<file path="src/rtl/mult_div_seq.sv">
// Iterative signed multiply/divide sequencer owning the HI/LO result pair.
// MULT is a radix-2 Booth loop; DIV is restoring division on magnitudes
// with a final sign correction. Both take WIDTH single-step iterations.
module mult_div_seq #(
  parameter int WIDTH = 32
) (
  input  logic             clock,
  input  logic             reset,
  input  logic             start,
  input  logic             op,
  input  logic [WIDTH-1:0] src_a,
  input  logic [WIDTH-1:0] src_b,
  output logic             busy,
  output logic             done,
  output logic             div_zero,
  output logic [WIDTH-1:0] hi_out,
  output logic [WIDTH-1:0] lo_out
);

  localparam int CW = $clog2(WIDTH) + 1;

  typedef enum logic [1:0] {S_IDLE, S_MULT, S_DIV, S_DONE} state_t;

  state_t           r_state;
  state_t           w_state_next;
  logic [CW-1:0]    r_count;
  // MULT: Booth accumulator high half (one guard bit so A-M cannot overflow
  // when M is the most negative value). DIV: partial remainder.
  logic [WIDTH:0]   r_acc_hi;
  // MULT: multiplier / low product half. DIV: dividend magnitude / quotient.
  logic [WIDTH-1:0] r_acc_lo;
  logic             r_q_m1;
  // MULT: multiplicand. DIV: divisor magnitude.
  logic [WIDTH-1:0] r_mcand;
  logic             r_neg_q;
  logic             r_neg_r;
  logic             r_busy;
  logic             r_done;
  logic             r_div_zero;
  logic [WIDTH-1:0] r_hi;
  logic [WIDTH-1:0] r_lo;

  logic             w_last;
  logic             w_accept;
  logic             w_zero_div;
  logic [WIDTH-1:0] w_abs_a;
  logic [WIDTH-1:0] w_abs_b;
  logic [WIDTH:0]   w_m_ext;
  logic [WIDTH:0]   w_booth_sum;
  logic [WIDTH:0]   w_mul_hi;
  logic [WIDTH-1:0] w_mul_lo;
  logic [WIDTH:0]   w_div_shift;
  logic             w_div_ge;
  logic [WIDTH:0]   w_div_rem;
  logic [WIDTH-1:0] w_div_quo;
  logic [WIDTH-1:0] w_div_hi_fix;
  logic [WIDTH-1:0] w_div_lo_fix;

  assign w_last     = (r_count == CW'(WIDTH - 1));
  assign w_accept   = (r_state == S_IDLE) && start;
  assign w_zero_div = op && (src_b == '0);
  assign w_abs_a    = src_a[WIDTH-1] ? (~src_a + 1'b1) : src_a;
  assign w_abs_b    = src_b[WIDTH-1] ? (~src_b + 1'b1) : src_b;

  // Next-state logic for the operation sequencer
  always_comb begin
    w_state_next = r_state;
    case (r_state)
      S_IDLE: begin
        if (start) begin
          if (!op)             w_state_next = S_MULT;
          else if (w_zero_div) w_state_next = S_DONE;
          else                 w_state_next = S_DIV;
        end
      end
      S_MULT:  if (w_last) w_state_next = S_DONE;
      S_DIV:   if (w_last) w_state_next = S_DONE;
      S_DONE:  w_state_next = S_IDLE;
      default: w_state_next = S_IDLE;
    endcase
  end

  // One Booth step: add/subtract per {q0, q-1}, then arithmetic shift right
  always_comb begin
    w_m_ext = {r_mcand[WIDTH-1], r_mcand};
    case ({r_acc_lo[0], r_q_m1})
      2'b01:   w_booth_sum = r_acc_hi + w_m_ext;
      2'b10:   w_booth_sum = r_acc_hi - w_m_ext;
      default: w_booth_sum = r_acc_hi;
    endcase
    w_mul_hi = {w_booth_sum[WIDTH], w_booth_sum[WIDTH:1]};
    w_mul_lo = {w_booth_sum[0], r_acc_lo[WIDTH-1:1]};
  end

  // One restoring-division step plus the final sign correction
  always_comb begin
    w_div_shift  = {r_acc_hi[WIDTH-1:0], r_acc_lo[WIDTH-1]};
    w_div_ge     = (w_div_shift >= {1'b0, r_mcand});
    w_div_rem    = w_div_ge ? (w_div_shift - {1'b0, r_mcand}) : w_div_shift;
    w_div_quo    = {r_acc_lo[WIDTH-2:0], w_div_ge};
    w_div_lo_fix = r_neg_q ? (~w_div_quo + 1'b1) : w_div_quo;
    w_div_hi_fix = r_neg_r ? (~w_div_rem[WIDTH-1:0] + 1'b1) : w_div_rem[WIDTH-1:0];
  end

  // State register
  always_ff @(posedge clock or negedge reset) begin
    if (!reset) r_state <= S_IDLE;
    else        r_state <= w_state_next;
  end

  // Operand capture and iteration datapath
  always_ff @(posedge clock or negedge reset) begin
    if (!reset) begin
      r_count  <= '0;
      r_acc_hi <= '0;
      r_acc_lo <= '0;
      r_q_m1   <= 1'b0;
      r_mcand  <= '0;
      r_neg_q  <= 1'b0;
      r_neg_r  <= 1'b0;
    end else if (w_accept) begin
      r_count  <= '0;
      r_acc_hi <= '0;
      r_q_m1   <= 1'b0;
      r_acc_lo <= op ? w_abs_a : src_b;
      r_mcand  <= op ? w_abs_b : src_a;
      r_neg_q  <= src_a[WIDTH-1] ^ src_b[WIDTH-1];
      r_neg_r  <= src_a[WIDTH-1];
    end else if (r_state == S_MULT) begin
      r_count  <= r_count + CW'(1);
      r_acc_hi <= w_mul_hi;
      r_acc_lo <= w_mul_lo;
      r_q_m1   <= r_acc_lo[0];
    end else if (r_state == S_DIV) begin
      r_count  <= r_count + CW'(1);
      r_acc_hi <= w_div_rem;
      r_acc_lo <= w_div_quo;
    end
  end

  // HI/LO load on the final iteration edge; a divide-by-zero leaves them alone
  always_ff @(posedge clock or negedge reset) begin
    if (!reset) begin
      r_hi <= '0;
      r_lo <= '0;
    end else if (r_state == S_MULT && w_last) begin
      r_hi <= w_mul_hi[WIDTH-1:0];
      r_lo <= w_mul_lo;
    end else if (r_state == S_DIV && w_last) begin
      r_hi <= w_div_hi_fix;
      r_lo <= w_div_lo_fix;
    end
  end

  // Registered status flags derived from the upcoming state
  always_ff @(posedge clock or negedge reset) begin
    if (!reset) begin
      r_busy     <= 1'b0;
      r_done     <= 1'b0;
      r_div_zero <= 1'b0;
    end else begin
      r_busy     <= (w_state_next != S_IDLE);
      r_done     <= (w_state_next == S_DONE);
      r_div_zero <= w_accept && w_zero_div;
    end
  end

  assign busy     = r_busy;
  assign done     = r_done;
  assign div_zero = r_div_zero;
  assign hi_out   = r_hi;
  assign lo_out   = r_lo;

endmodule

</file>
<file path="config.mk">
export PLATFORM = sky130hd
export DESIGN_NAME = mult_div_seq
export DESIGN_NICKNAME = d
export VERILOG_FILES = /design/src/rtl/mult_div_seq.sv
export SDC_FILE = /design/constraint.sdc
export NUM_CORES = 1
export LEC_CHECK = 0
export CAP_MARGIN = 20
export CORE_ASPECT_RATIO = 1.4
export CORE_MARGIN = 5
export CORE_UTILIZATION = 40
export CTS_CLUSTER_SIZE = 8
export DETAILED_ROUTE_END_ITERATION = 16
export GPL_ROUTABILITY_DRIVEN = 0
export PLACE_DENSITY = 0.59
export SLEW_MARGIN = 20
export SYNTH_ARGS = -nofsm -noshare
export SYNTH_HDL_FRONTEND = slang
export SYNTH_SLANG_ARGS = --single-unit
export TNS_END_PERCENT = 50
</file>
<file path="constraint.sdc">
create_clock -name clock -period 7.5 [get_ports clock]
set_clock_uncertainty 0.2 [all_clocks]
set_input_delay 1.5 -clock clock [delete_from_list [all_inputs] [get_ports clock]]
set_output_delay 1.5 -clock clock [all_outputs]
set_load 0.01 [all_outputs]
</file>
# After elaboration in Yosys (flattened, before gate mapping)
# Cells that the tools add are included.
# word_totals
register_bits	175
in_bits	68
output_inout_bits	67
# op_classes
addsub	8
order_cmp	1
eq_ne	7
mux	28
bitwise_logic	5
n_reduce_logical	12
# ops
operator	count
two-way mux 32 bit	13
two-way mux 33 bit	4
adder 32 x 1 -> 32 bit (second input constant)	4
NOT 32 bit	4
case mux 33 bit (2 select lines)	1
adder 33 bit	1
>= comparator 33 x 32 -> 1 bit	1
subtractor 33 x 32 -> 33 bit	1
subtractor 33 bit	1
logical NOT 32 bit	1
two-way mux 6 bit	3
equality test 2 bit (second input constant)	4
adder 6 x 1 -> 6 bit (second input constant)	1
equality test 6 x 5 -> 1 bit (second input constant)	1
two-way mux 2 bit	3
case mux 2 bit (3 select lines)	1
nonzero test 2 bit	3
logical AND 1 bit	5
equality test 2 x 1 -> 1 bit (second input constant)	2
two-way mux 1 bit	3
nonzero test 3 bit	1
logical NOT 2 bit	1
OR reduction 2 bit	1
bitwise XOR 1 bit	1

# Logic depth before layout (Yosys ltp)
# Gate-level depths: netlist of the first run.
# logic_depth
ltp_word	7
mapped_depth	23
depth_no_buf	20

# Worst setup path after synthesis of the first run
# OpenSTA, ideal clock, no wires.
# synth_timing
path_type	register -> register
start	register r_acc_hi[22]
end	register r_hi[30], in the netlist hi_out[30]
setup_time_ns	0.127
t_arrival_ns	4.664
required_time_ns	7.173
path_slack_ns	2.509
stages_incl_launch_ff	23
cell_sequence	dfrtp_1 > ha_1 > clkbuf_1 > nand2_1 > o21a_1 > o221a_1 > o211ai_2 > or2_1 > buf_6 > buf_6 > buf_2 > buf_2 > buf_2 > nor2_1 > a21oi_1 > ha_1 > nand2_1 > o32a_4 > a2111oi_4 > nand3_2 > o31ai_1 > xor2_1 > o21ai_1
# synth_via
elab_chain_cells	7
elab_cells_between_ends	11
# synth_lines
item	line	source
start, declared	29	logic [WIDTH:0] r_acc_hi;
start signal, assigned	131	r_acc_hi <= w_mul_hi;
start signal, assigned	136	r_acc_hi <= w_div_rem;
subtractor 33 x 32 -> 33 bit / >= comparator 33 x 32 -> 1 bit (equally long branches)	99, 98	
two-way mux 33 bit	99	w_div_rem = w_div_ge ? (w_div_shift - {1'b0, r_mcand}) : w_div_shift;
NOT 32 bit	102	w_div_hi_fix = r_neg_r ? (~w_div_rem[WIDTH-1:0] + 1'b1) : w_div_rem[WIDTH-1:0];
adder 32 x 1 -> 32 bit	102	
two-way mux 32 bit	102	
two-way mux 32 bit	149	end else if (r_state == S_DIV && w_last) begin
two-way mux 32 bit *	146	end else if (r_state == S_MULT && w_last) begin
end signal, assigned	147	r_hi <= w_mul_hi[WIDTH-1:0];
end signal, assigned	150	r_hi <= w_div_hi_fix;
end, declared	40	logic [WIDTH-1:0] r_hi;
# Mark *: on every way between the ends. The rest lies on a longest branch, timed or not. The select of a mux whose other input is x is not followed.
# A chain may end at the register's enable or synchronous reset.

# Worst setup path in the final report of the first run
# layout_timing
start	register r_mcand[10]
end	register r_hi[28], in the netlist hi_out[28]
# layout_via
elab_chain_cells	7
elab_cells_between_ends	11
# layout_lines
item	line	source
start, declared	34	logic [WIDTH-1:0] r_mcand;
start signal, assigned	126	r_mcand <= op ? w_abs_b : src_a;
subtractor 33 x 32 -> 33 bit / >= comparator 33 x 32 -> 1 bit (equally long branches)	99, 98	
two-way mux 33 bit	99	
NOT 32 bit	102	
adder 32 x 1 -> 32 bit	102	
two-way mux 32 bit	102	
two-way mux 32 bit	149	
two-way mux 32 bit *	146	
# Marked as above.

==> results.cfg, run 1 <==
[logic_synthesis]
synth_cells = 2165
avgSynthCellArea_um2 = 7.69
synthesis.area_um2 = 16600
syn_nets = 2310
ys_seq_area_share_pct = 26.3
synth_edf_count = 0
synth_flop_cell = dfrtp_1
yosysWarnings = 0
synth.distinct_cells = 90
synthArstFlopShare_pct = 100
synth-seq-cells = 175

[sta]
tightest_slew_ps = 1120
hold_viol = 0
max_freq_ghz = 0.174
setup_tns_ps = 0
min_period_over_period_pct = 76.5
drv_slew = 0
setup_viol_count_final = 0
finalCriticalPeriod_ps = 5730
rsz0062_at_grt = no
relSlewSlack_pct = 25.0

[setup_path]
crit_fanout = 6
worstSetupPathType = reg2reg
cp.arrival_ps = 5880
cp-start-kind = flip-flop
required_ps = 7650
endpoint_kind = flip-flop

[finish]
layout_commonest_cell = nand2_1
layout_common_cells = 256 x nand2_1, 236 x o21ai_0, 175 x dfrtp_1, 160 x nor2_1, 142 x a21oi_1
num-nets-final = 2333
area_growth_pct = 13.2
drive_above_1_share_pct = 4.82

[floorplanning]
core_area_um2 = 41200
die_area_um2 = 45900
start_util_pct = 40.4
fp.dieH_um = 251
io_pins = 135
row_count = 88
die_w_um = 182

[run]
drv_cap = 0

[cts]
ctsHoldBuffers = 0
insertion_delay_ps = 470
clock_path_buffers = 2
numCtsBuffers = 17
ctsResizeCount = 0
cts-root-buf = clkbuf_16
cts.htree.levels = 4
clkSinkCount = 175
cts_setup_buffers = 0
cts_tree = yes
path_clk_slew_ps = 80

[routing]
wl_met1_um = 22000
route.vias.total = 17000
antenna_left = 0
dr_wl_met2_um = 32100
dr_wl_met3_um = 3460
wl_um = 64300
drt-wirelength-per-cell_um = 23.5
drc = 0
via_per_inst = 6.20
dr.pass1.iters = 5
top_layer = met4
drt_iter0_markers = 1212

[global_routing]
grt_max_degree = 127
grt_pass1_vias = 16700
grt_usage_pct = 27.5
grt_pass1_wl_um = 98000
antenna_found_initial = 4
overflow = 0

[hold_path]
hp-class = reg2reg

[place]
port_buffers = 134
hpwlAfterDp_um = 49500

[status]
status = complete, no violations
[routing by layer]
layer / GRT usage, % / vias to the layer above
met5: 0 / -
met4: 23.5 / 0
met3: 3.85 / 292
met2: 48.4 / 744
met1: 28.6 / 8059
li1: - / 7914
[cells in the mapped netlist (17+ instances only)]
cell type,count,area [µm²]
nand4_1,20,125
o21ai_1,18,90.1
mux2i_1,61,611
nand2b_1,29,181
o21ai_0,236,1180
a21o_1,31,233
nor2_1,161,604
xor2_1,101,885
dfrtp_1,175,4380
o31ai_1,35,263
nor3_1,26,130
xnor2_1,97,850
or3_1,32,200
clkbuf_1,113,424
o22ai_1,28,175
a31oi_1,29,181
a211oi_1,34,255
buf_1,17,63.8
ha_1,75,938
o211ai_1,63,473
inv_1,75,282
a21oi_1,142,711
nand2_1,257,965
nand3_1,44,220
or4_1,22,165
o21a_1,18,135
[final cells by class]
type	instances	area, µm²
Multi-Input combinational cell	1763	11400
Inverter	77	289
Clock inverter	14	176
Fill cell	4142	22300
Clock buffer	18	429
Antenna cell	1	2.50
Tap cell	540	676
Sequential cell	175	4380
Timing Repair Buffer	154	1500
[worst paths after layout]
path                             start  depth (start not counted)  slack (ps)           end
min in group asynchronous        reset                          1         780   r_mcand[11]
min                          hi_out[6]                          2         280     hi_out[6]
max reg2reg                r_mcand[10]                         19        1770    hi_out[28]
min reg2reg                  hi_out[6]                          2         280     hi_out[6]
max in group asynchronous        reset                          2        5110  r_acc_lo[18]
max                        r_mcand[10]                         19        1770    hi_out[28]
[flip-flops by register name, summed over array words and instances, names as in the netlist, 2 cells and up]
register	cells
lo_out	32
r_count	6
hi_out	32
r_mcand	32
r_acc_lo	32
r_state	2
r_acc_hi	33
[worst max-delay path: stages (launching register included)]
cell and delay (ps):
dfrtp_1 410, nor4_1 720, nand3_1 150, nor2_1 200, nand3_1 140, nor4_1 570
and3_1 350, nor2_1 70, xnor2_1 450, ha_1 390, a21o_1 200, a21oi_1 280
a21boi_0 230, a41oi_1 110, a221o_1 380, a21oi_1 170, xor2_1 160, o211a_1 170
nor2_1 50, a22o_1 210
[stage by stage]
stage | instances | hold slack (ps) | area, µm² | worst slack (ps) | utilization, %
final | 2742 | 283 | 18800 | 1770 | 45.8
after global routing | 2741 | 322 | 18800 | 1430 | 45.8
after CTS | 2740 | 289 | 18800 | 2050 | 45.7
after detailed placement | 2708 | 270 | 18200 | 2060 | 44.3
after global placement | 2708 | 263 | 18200 | 2080 | 44.2
after floorplan | 2165 | 286 | 16600 | 2510 | -
[cells by family (layout without fill, tap and decap cells)]
group	Yosys count	after routing	synth area share (%)
xor gates and xnor gates	198	198	10.4
AOI/OAI and AO/OA	754	754	29.0
and+or+nand+nor	666	666	18.7
muxes	68	68	4.23
DFF	175	175	26.3
other	0	1	0
adders and majority gates	77	77	5.88
buffers and inverters	227	263	5.46
Power of run 1 is not shown: default switching activity piles up to over one toggle a cycle in this logic, so the estimate is an artifact.
==> run 2, diff against run 1 <==
--- a/config.mk
+++ b/config.mk
@@ -12,7 +12,7 @@
 export CTS_CLUSTER_SIZE = 8
 export DETAILED_ROUTE_END_ITERATION = 16
 export GPL_ROUTABILITY_DRIVEN = 0
-export PLACE_DENSITY = 0.59
+export PLACE_DENSITY = 0.62
 export SLEW_MARGIN = 20
 export SYNTH_ARGS = -nofsm -noshare
 export SYNTH_HDL_FRONTEND = slang
==> constraint.sdc (replaced) <==
create_clock -name clock -period 5 [get_ports clock]
set_clock_uncertainty 0.2 [all_clocks]
set_input_delay 1 -clock clock [delete_from_list [all_inputs] [get_ports clock]]
set_output_delay 1 -clock clock [all_outputs]
set_load 0.01 [all_outputs]
==> run 2 against run 1 <==
Compared with the run above:
- count of clock-buffer cells in the layout rose by 1
- first-iteration DRC count rose by 19%
- global-route usage fell by 0.23 points
- via count rose by 2.0%
- die area did not move
- non-clock buffer count rose by 89
- cell count rose by 3.2%
- critical path depth fell by 3
- flip-flop and latch count did not move
==> results.cfg, run 2 (same netlist as run 1, synthesis figures left out) <==
[status]
status = complete, no violations

[setup_path]
cp_top_family = compound AO/OA/AOI/OAI gates
endpoint_kind = flip-flop
path_buf_inv = 3
crit_path_top_delay_cell = a311oi_1
required_ps = 5150
crit_fanout = 4
cp.arrival_ps = 4980
cp_slowest_stage_delay_ps = 640
crit_chain = inv_1 > ha_1 > inv_1 > fa_1 > a21o_1 > a311oi_1 > nor2_1 > o311ai_2 > buf_4 > o211ai_1 > a31oi_1 > xor2_1 > o21ai_0 > o41ai_2 > xor2_1 > a211o_1
cp-start-kind = flip-flop
worstSetupPathType = reg2reg

[floorplanning]
start_util_pct = 40.4
io_pins = 135
row_count = 88
die_area_um2 = 45900
die_w_um = 182
fp.dieH_um = 251
core_area_um2 = 41200

[routing]
top_layer = met4
drt-wirelength-per-cell_um = 22.7
antenna_left = 0
dr_wl_met3_um = 3020
drt_iter0_markers = 1443
drc = 0
wl_um = 64200
dr.pass1.iters = 7
wl_met1_um = 22500
via_per_inst = 6.13
route.vias.total = 17400
dr_wl_met2_um = 31200

[finish]
layout_common_cells = 256 x nand2_1, 234 x o21ai_0, 175 x dfrtp_1, 158 x nor2_1, 140 x a21oi_1
drive_above_1_share_pct = 9.13
num-nets-final = 2422
seq_area_um2 = 4380
fill_cells = 4076
multiInputGateArea_um2 = 11500
area_growth_pct = 17.5
layout_commonest_cell = nand2_1
largest_reg_flops = 33
max_flop_register = r_acc_hi
antennaDiodeCount = 0

[sta]
setup_slack_ps = 171
max_freq_ghz = 0.207
finalCriticalPeriod_ps = 4830
min_period_over_period_pct = 96.6
setup_viol_count_final = 0
drv_slew = 0
holdWs_ps = 281
tightest_slew_ps = 1080
rsz0062_at_grt = no
relSlewSlack_pct = 27.8
hold_viol = 0
setup_tns_ps = 0

[cts]
cts-root-buf = clkbuf_16
ctsHoldBuffers = 0
path_clk_slew_ps = 70
insertion_delay_ps = 470
clkSinkCount = 175
numCtsBuffers = 17
cts_tree = yes
cts.htree.levels = 4
clock_path_buffers = 2

[global_routing]
grt_pass1_wl_um = 97100
antenna_found_initial = 2
grt_usage_pct = 27.3
overflow = 0
grt_pass1_vias = 16800
grt_max_degree = 127

[hold_path]
hp-class = reg2reg

[place]
port_buffers = 134
pre_cts_ws_ps = 137
hpwlAfterDp_um = 50200

[run]
drv_cap = 0
## run 2: cell count changes in the layout (fill, tap and decap cells not counted), sizes merged
cell / before / now
buf: 20 / 110
bufinv: 2 / 1
diode: 1 / 0
## run 2: stage by stage
stage,area (µm²),std cells,util (%)
global route,19600,2830,47.5
finish,19600,2830,47.5
detailed placement,18900,2797,45.9
CTS,19500,2829,47.3
global placement,18900,2797,45.9
floorplan,16600,2165,-
## run 2: area by class of cell
class	count	share of cell area (%)
multi-input combinational	1763	58.6
sequential	175	22.4
timing repair buffer	243	11.2
tap	540	3.45
clock buffer	19	2.26
inverter	77	1.48
clock inverter	13	0.652
## run 2: path summary, 6_finish.rpt
| path | cells past startpoint | slack [ps] | startpoint | endpoint |
|---|---|---|---|---|
| min in group asynchronous | 1 | 370 | reset | r_mcand[5] |
| max reg2reg | 16 | 170 | r_acc_lo[31] | hi_out[31] |
| min | 2 | 280 | hi_out[6] | hi_out[6] |
| min reg2reg | 2 | 280 | hi_out[6] | hi_out[6] |
| max | 16 | 170 | r_acc_lo[31] | hi_out[31] |
| max in group asynchronous | 2 | 3070 | reset | hi_out[14] |
## run 2: per-layer routing
layer  up-vias  global-route usage (%)
met4         0                    25.9
met3       274                    3.73
li1       8089                       -
met1      8271                    28.2
met2       721                    47.1
met5         -                       0
## run 2: timing repair
| item | in CTS | in global routing |
|---|---|---|
| hold endpoints to repair | 0 | 0 |
| setup endpoints to repair | 0 | 14 |
| setup buffers | 0 | 1 |
| gates resized for setup | 0 | 17 |
## run 2: worst register-to-register path, delay by kind of cell, from the launching register on
kind                       cells  cell delay (ps)
xor gates and xnor gates       2              390
adders and majority gates      2              590
AOI/OAI and AO/OA              8             2620
buffers and inverters          3              350
DFF                            1              430
and+or+nand+nor                1              140
Power of run 2 is left out for the same reason.
